==> config.mk <==
export PLATFORM = sky130hd
export DESIGN_NAME = hazard_stall_controller
export DESIGN_NICKNAME = d
export VERILOG_FILES = /design/src/rtl/hazard_pkg.sv /design/src/rtl/mdu_latency_counter.sv /design/src/rtl/hazard_stall_controller.sv
export SDC_FILE = /design/constraint.sdc
export NUM_CORES = 1
export LEC_CHECK = 0
export BUFFER_PORTS_ARGS = -buffer_cell sky130_fd_sc_hd__buf_4
export CORE_UTILIZATION = 30
export CTS_BUF_LIST = sky130_fd_sc_hd__clkbuf_8 sky130_fd_sc_hd__clkbuf_16
export DETAILED_ROUTE_END_ITERATION = 10
export SYNTH_ARGS = -nofsm -noshare
export SYNTH_HDL_FRONTEND = slang
export SYNTH_SLANG_ARGS = --single-unit
==> constraint.sdc <==
create_clock -name clk -period 2.05 [get_ports clk]
set_input_delay 0.205 -clock clk [delete_from_list [all_inputs] [get_ports clk]]
set_output_delay 0.205 -clock clk [all_outputs]
set_load 0.02 [all_outputs]
==> src/rtl/hazard_pkg.sv <==
// Shared types and constants for the hazard/stall sequencer.
package hazard_pkg;

    // Controller state encodings
    typedef enum logic [1:0] {
        ST_RUN   = 2'b00,
        ST_LDUSE = 2'b01,
        ST_MDU   = 2'b10
    } hz_state_e;

    // Architectural zero register never carries a true dependency
    localparam logic [4:0] REG_ZERO = 5'd0;

    // Width of the MDU occupancy counter (covers MDU_LATENCY up to 15)
    localparam int unsigned MDU_CNT_W = 4;

endpackage : hazard_pkg

==> src/rtl/mdu_latency_counter.sv <==
// Down-counter tracking remaining MDU occupancy cycles; flags the final cycle.
module mdu_latency_counter
    import hazard_pkg::*;
(
    input  logic                 clk,
    input  logic                 reset,
    input  logic                 load_i,
    input  logic [MDU_CNT_W-1:0] load_val_i,
    input  logic                 dec_i,
    output logic                 tc_o
);

    logic [MDU_CNT_W-1:0] cnt_q;
    logic [MDU_CNT_W-1:0] cnt_d;

    // Load has priority over decrement; decrement stops at zero
    always_comb begin
        cnt_d = cnt_q;
        if (load_i) begin
            cnt_d = load_val_i;
        end else if (dec_i && (cnt_q != MDU_CNT_W'(0))) begin
            cnt_d = cnt_q - MDU_CNT_W'(1);
        end
    end

    // Counter register, cleared asynchronously so a reset aborts any MDU run
    always_ff @(posedge clk or posedge reset) begin
        if (reset) begin
            cnt_q <= '0;
        end else begin
            cnt_q <= cnt_d;
        end
    end

    assign tc_o = (cnt_q == MDU_CNT_W'(1));

endmodule : mdu_latency_counter

==> src/rtl/hazard_stall_controller.sv <==
// Hazard and stall sequencer for the 5-stage pipeline: load-use bubble,
// taken-branch flush and multi-cycle MDU front-end freeze.
// Optional stall performance counter enabled by HAZARD_STALL_PERF_CNT_EN.
module hazard_stall_controller
    import hazard_pkg::*;
#(
    parameter int unsigned MDU_LATENCY = 4,
    parameter int unsigned REG_ADDR_W  = 5
) (
    input  logic                  clk,
    input  logic                  reset,
    input  logic                  in_ID_EX_MemRead,
    input  logic [REG_ADDR_W-1:0] in_ID_EX_Rt_address_5,
    input  logic [REG_ADDR_W-1:0] in_IF_ID_Rs_address_5,
    input  logic [REG_ADDR_W-1:0] in_IF_ID_Rt_address_5,
    input  logic                  in_IF_ID_uses_rt,
    input  logic                  in_EX_branch_taken,
    input  logic                  in_EX_mdu_start,
    output logic                  o_PC_write,
    output logic                  o_IF_ID_write,
    output logic                  o_ID_EX_write,
    output logic                  o_IF_ID_flush,
    output logic                  o_ID_EX_bubble,
    output logic                  o_EX_MEM_bubble,
    output logic                  o_mdu_busy,
    output logic                  o_mdu_done,
    output logic [31:0]           o_stall_cycles_32
);

    localparam logic [MDU_CNT_W-1:0] MDU_LOAD = MDU_CNT_W'(MDU_LATENCY - 1);

    hz_state_e state_q;
    hz_state_e state_d;

    logic load_use_hit;
    logic cnt_load;
    logic cnt_dec;
    logic cnt_tc;

    // Load in EX writes a register the ID instruction reads (r0 excluded)
    always_comb begin
        load_use_hit = in_ID_EX_MemRead
                    && (in_ID_EX_Rt_address_5 != REG_ADDR_W'(REG_ZERO))
                    && ((in_ID_EX_Rt_address_5 == in_IF_ID_Rs_address_5)
                     || (in_IF_ID_uses_rt
                      && (in_ID_EX_Rt_address_5 == in_IF_ID_Rt_address_5)));
    end

    // Next-state and Mealy outputs; reset forces every control inactive
    always_comb begin
        state_d         = state_q;
        o_PC_write      = 1'b1;
        o_IF_ID_write   = 1'b1;
        o_ID_EX_write   = 1'b1;
        o_IF_ID_flush   = 1'b0;
        o_ID_EX_bubble  = 1'b0;
        o_EX_MEM_bubble = 1'b0;
        o_mdu_busy      = 1'b0;
        o_mdu_done      = 1'b0;
        cnt_load        = 1'b0;
        cnt_dec         = 1'b0;

        unique case (state_q)
            ST_RUN: begin
                if (in_EX_branch_taken) begin
                    o_IF_ID_flush  = 1'b1;
                    o_ID_EX_bubble = 1'b1;
                end else if (in_EX_mdu_start) begin
                    o_PC_write      = 1'b0;
                    o_IF_ID_write   = 1'b0;
                    o_ID_EX_write   = 1'b0;
                    o_EX_MEM_bubble = 1'b1;
                    o_mdu_busy      = 1'b1;
                    cnt_load        = 1'b1;
                    state_d         = ST_MDU;
                end else if (load_use_hit) begin
                    o_PC_write     = 1'b0;
                    o_IF_ID_write  = 1'b0;
                    o_ID_EX_bubble = 1'b1;
                    state_d        = ST_LDUSE;
                end
            end
            ST_LDUSE: begin
                // Bubble already in EX: only a taken branch matters here
                if (in_EX_branch_taken) begin
                    o_IF_ID_flush  = 1'b1;
                    o_ID_EX_bubble = 1'b1;
                end
                state_d = ST_RUN;
            end
            ST_MDU: begin
                o_PC_write      = 1'b0;
                o_IF_ID_write   = 1'b0;
                o_ID_EX_write   = 1'b0;
                o_EX_MEM_bubble = 1'b1;
                o_mdu_busy      = 1'b1;
                cnt_dec         = 1'b1;
                if (cnt_tc) begin
                    o_mdu_done = 1'b1;
                    state_d    = ST_RUN;
                end
            end
            default: begin
                state_d = ST_RUN;
            end
        endcase

        if (reset) begin
            o_PC_write      = 1'b0;
            o_IF_ID_write   = 1'b0;
            o_ID_EX_write   = 1'b0;
            o_IF_ID_flush   = 1'b0;
            o_ID_EX_bubble  = 1'b0;
            o_EX_MEM_bubble = 1'b0;
            o_mdu_busy      = 1'b0;
            o_mdu_done      = 1'b0;
            cnt_load        = 1'b0;
            cnt_dec         = 1'b0;
        end
    end

    // State register
    always_ff @(posedge clk or posedge reset) begin
        if (reset) begin
            state_q <= ST_RUN;
        end else begin
            state_q <= state_d;
        end
    end

    // Remaining-cycle tracker for the MDU freeze
    mdu_latency_counter u_mdu_cnt (
        .clk        (clk),
        .reset      (reset),
        .load_i     (cnt_load),
        .load_val_i (MDU_LOAD),
        .dec_i      (cnt_dec),
        .tc_o       (cnt_tc)
    );

`ifdef HAZARD_STALL_PERF_CNT_EN
    logic [31:0] stall_cnt_q;

    // Count front-end stall cycles (PC held); saturates, cleared by reset only
    always_ff @(posedge clk or posedge reset) begin
        if (reset) begin
            stall_cnt_q <= '0;
        end else if (!o_PC_write && (stall_cnt_q != 32'hFFFF_FFFF)) begin
            stall_cnt_q <= stall_cnt_q + 32'd1;
        end
    end

    assign o_stall_cycles_32 = stall_cnt_q;
`else
    assign o_stall_cycles_32 = '0;
`endif

`ifndef SYNTHESIS
    // Branch and MDU start can never both be valid in EX
    a_no_branch_with_mdu_start : assert property (
        @(posedge clk) disable iff (reset)
        (state_q == ST_RUN) |-> !(in_EX_branch_taken && in_EX_mdu_start)
    ) else $error("branch_taken and mdu_start asserted together");
`endif

endmodule : hazard_stall_controller

==> flow_metrics.env <==
export IMPL_outcome="completed"
export IMPL_final_common_cell="conb_1"
export IMPL_drv_cap=0
export IMPL_ios=61
export IMPL_final_nets=150
export IMPL_synth_simple_area_share_pct=19.60
export IMPL_drt_iter0_markers=3
export IMPL_layout_common_cells="conb_1 (32), buf_4 (28), xor2_1 (8)"
export IMPL_h_tree_depth=1
export IMPL_initial_core_util_pct=32.18
export IMPL_yosys_area_top_type="buf_4"
export IMPL_grt_pass1_vias=558
export IMPL_synth_top_family_by_area="buffers and inverters"
export IMPL_rows=18
export IMPL_finalSetupTns_ns=0
export IMPL_antenna_found_initial=0
export IMPL_ir_worst_vdd_v=0.0002676
export IMPL_cts_path_max_buffers=2
export IMPL_cts_tree="done"
export IMPL_ys_seq_area_share_pct=18.66
export IMPL_synth_area_leaders="buf_4 (32%), dfrtp_1 (19%), xor2_1 (8.7%)"
export IMPL_io_buffers=28
export IMPL_overflow=0
export IMPL_clock_latency_ns=0.22
export IMPL_slew_viol_final=0
export IMPL_finalSetupViolCount=0
export IMPL_multi_input_area_um2=491.7
export IMPL_die_x_um=53.79
export IMPL_wl_per_cell_um=8.581
export IMPL_hpwl_mm=1.196
export IMPL_internal_power_uw=448.2
export IMPL_worstSetupStartpointType="input port"
export IMPL_gr_usage_all_layers_pct=10.13
export IMPL_power_density_nw_per_um2=807.9
export IMPL_combPwrFrac_pct=49.8
export IMPL_numCtsBuffers=3
export IMPL_whs_path_depth=2
export IMPL_fin_hold_ws_ns=0.1486
export IMPL_root_buffer="clkbuf_8"
export IMPL_yosys_register_bits=6
export IMPL_clkTransAtPathRegs_ns=0.04
export IMPL_drive_gt1_share_pct=28.80
export IMPL_instances_no_fill=155
export IMPL_drc=0
export IMPL_dieArea_um2=2893
export IMPL_numClockSinks=6
export IMPL_rsz0062_at_grt="false"
export IMPL_via_per_inst=4.097
export IMPL_p_leak_nw=0.5089
export IMPL_n_antenna_cell=0
export IMPL_design_core_area_um2=2500
export IMPL_grt_pass1_wl_mm=2.028
export IMPL_p_switching_uw=327.1
export IMPL_place_congestion=0.7324
export IMPL_synth_compound_area_share_pct=9.331
export IMPL_end_kind="output pin"
export IMPL_die_h_um=53.79
export IMPL_netlist_area_um2=804.5
export IMPL_fill_cells=256
export IMPL_grt_max_degree=11
export IMPL_synth_xor_area_share_pct=14.15
export IMPL_synth_cell_type_count=27
export IMPL_critPathRequiredTime_ns=1.85
export IMPL_post_route_min_period_ns=1.794
export IMPL_fin_worst_skew_ns=0.002622
export IMPL_r2r_cells=6
export IMPL_syn_inst=97
export IMPL_worstSetupPathType="in2out"
export IMPL_clkPwrFrac_pct=22.7
export IMPL_syn_area_per_cell_um2=8.294
export IMPL_place_inst=151
export IMPL_timing_fmax_mhz=557.5
export IMPL_seqCellArea_um2=150.1
export IMPL_min_period_over_period_pct=87.50
export IMPL_synth_ff_type="dfrtp_1"
export IMPL_wirelength_mm=1.330
export IMPL_synth_edf_count=0
export IMPL_vias=635
export IMPL_switching_share_pct=42.19
export IMPL_cp_max_fo=10
export IMPL_synth_adder_area_share_pct=3.110
export IMPL_first_pass_iters=3
export IMPL_worstPathArrival_ns=1.59
export IMPL_ys_async_sr_fraction_pct=100.0
export IMPL_hold_path_class="in2reg"
export IMPL_seqPwrFrac_pct=27.6
export IMPL_cts_repair_resized=0
export IMPL_final_antenna_net_count=0
export IMPL_synth_top_area_share_pct=31.73
export IMPL_area_growth_pct=19.28
export IMPL_finalHoldViolations=0
export IMPL_synth_mux_area_share_pct=0
export IMPL_ys_warn_count=0
==> power by group through the flow <==
stage               logic, mW  clock network [mW]  registers, mW
finish                  0.386               0.176          0.214
global route            0.432               0.190          0.221
CTS                     0.393               0.180          0.215
detailed placement      0.388                   0          0.217
global placement        0.379                   0          0.215
floorplan               0.338                   0          0.205
==> flip-flops by register name, indices dropped and copies added (netlist names) <==
name             count
u_mdu_cnt.cnt_q      4
state_q              2
==> cell usage after synthesis (2+ instances only) <==
| master | number |
|---|---|
| a21o_1 | 2 |
| buf_4 | 34 |
| dfrtp_1 | 6 |
| ha_1 | 2 |
| inv_1 | 5 |
| nand2_1 | 6 |
| nand3_1 | 2 |
| nor2_1 | 4 |
| nor3_1 | 6 |
| or3_1 | 2 |
| xnor2_1 | 5 |
| xor2_1 | 8 |
==> cell type report <==
cell class / count / area share (%)
timing repair buffer: 29 / 22.95
inverter: 5 / 1.956
sequential: 6 / 15.65
clock buffer: 3 / 4.302
tap: 30 / 3.911
multi-input combinational: 82 / 51.24
==> cells by family after synthesis <==
| kind of cell | Yosys count |
|---|---|
| adder cells (fa/ha/maj) | 2 |
| XOR/XNOR | 13 |
| buffers and inverters | 40 |
| other | 1 |
| flip-flops | 6 |
| AO/OA/AOI/OAI | 7 |
| AND/OR/NAND/NOR | 28 |
==> worst max-delay path, cell delays in order <==
cell and delay [ns]:
dlygate4sd3_1 0.54, buf_4 0.18, nor3_1 0.30, a21o_1 0.13, a21o_1 0.10, buf_4 0.14
==> path summary, 6_finish.rpt <==
check / start / end / slack [ns]
worst max-delay path: reset / o_PC_write / 0.26
min in group asynchronous: reset / state_q[0] / 0.53
worst min register to register: u_mdu_cnt.cnt_q[1] / u_mdu_cnt.cnt_q[1] / 0.55
worst min-delay path: in_EX_branch_taken / state_q[0] / 0.15
worst max register to register: u_mdu_cnt.cnt_q[0] / u_mdu_cnt.cnt_q[2] / 0.49
max in group asynchronous: reset / state_q[1] / 1.32
==> metal layers <==
metal	GRT usage, %	part of all wire [%]
met1	8.291	32
met2	19.75	55
met3	3.672	10
met4	6.579	2.3
met5	0	0
==> timing repair <==
action	CTS	global route
endpoints found under the hold margin	6	0
hold buffers	1	0
setup buffers	0	0
==> stage by stage <==
stage                     total power, mW  utilization [%]  instance area (um2)  worst slack, ns
after floorplan                    0.5435                -                920.9           0.3295
after global placement             0.5938            36.34                908.4           0.4354
after detailed placement           0.6050            36.34                908.4           0.4231
after CTS                          0.7874            38.39                959.7           0.2460
after global routing               0.8426            38.39                959.7           0.1820
final                              0.7753            38.39                959.7           0.2563
Note: power is estimated with default switching activity, not from simulation.
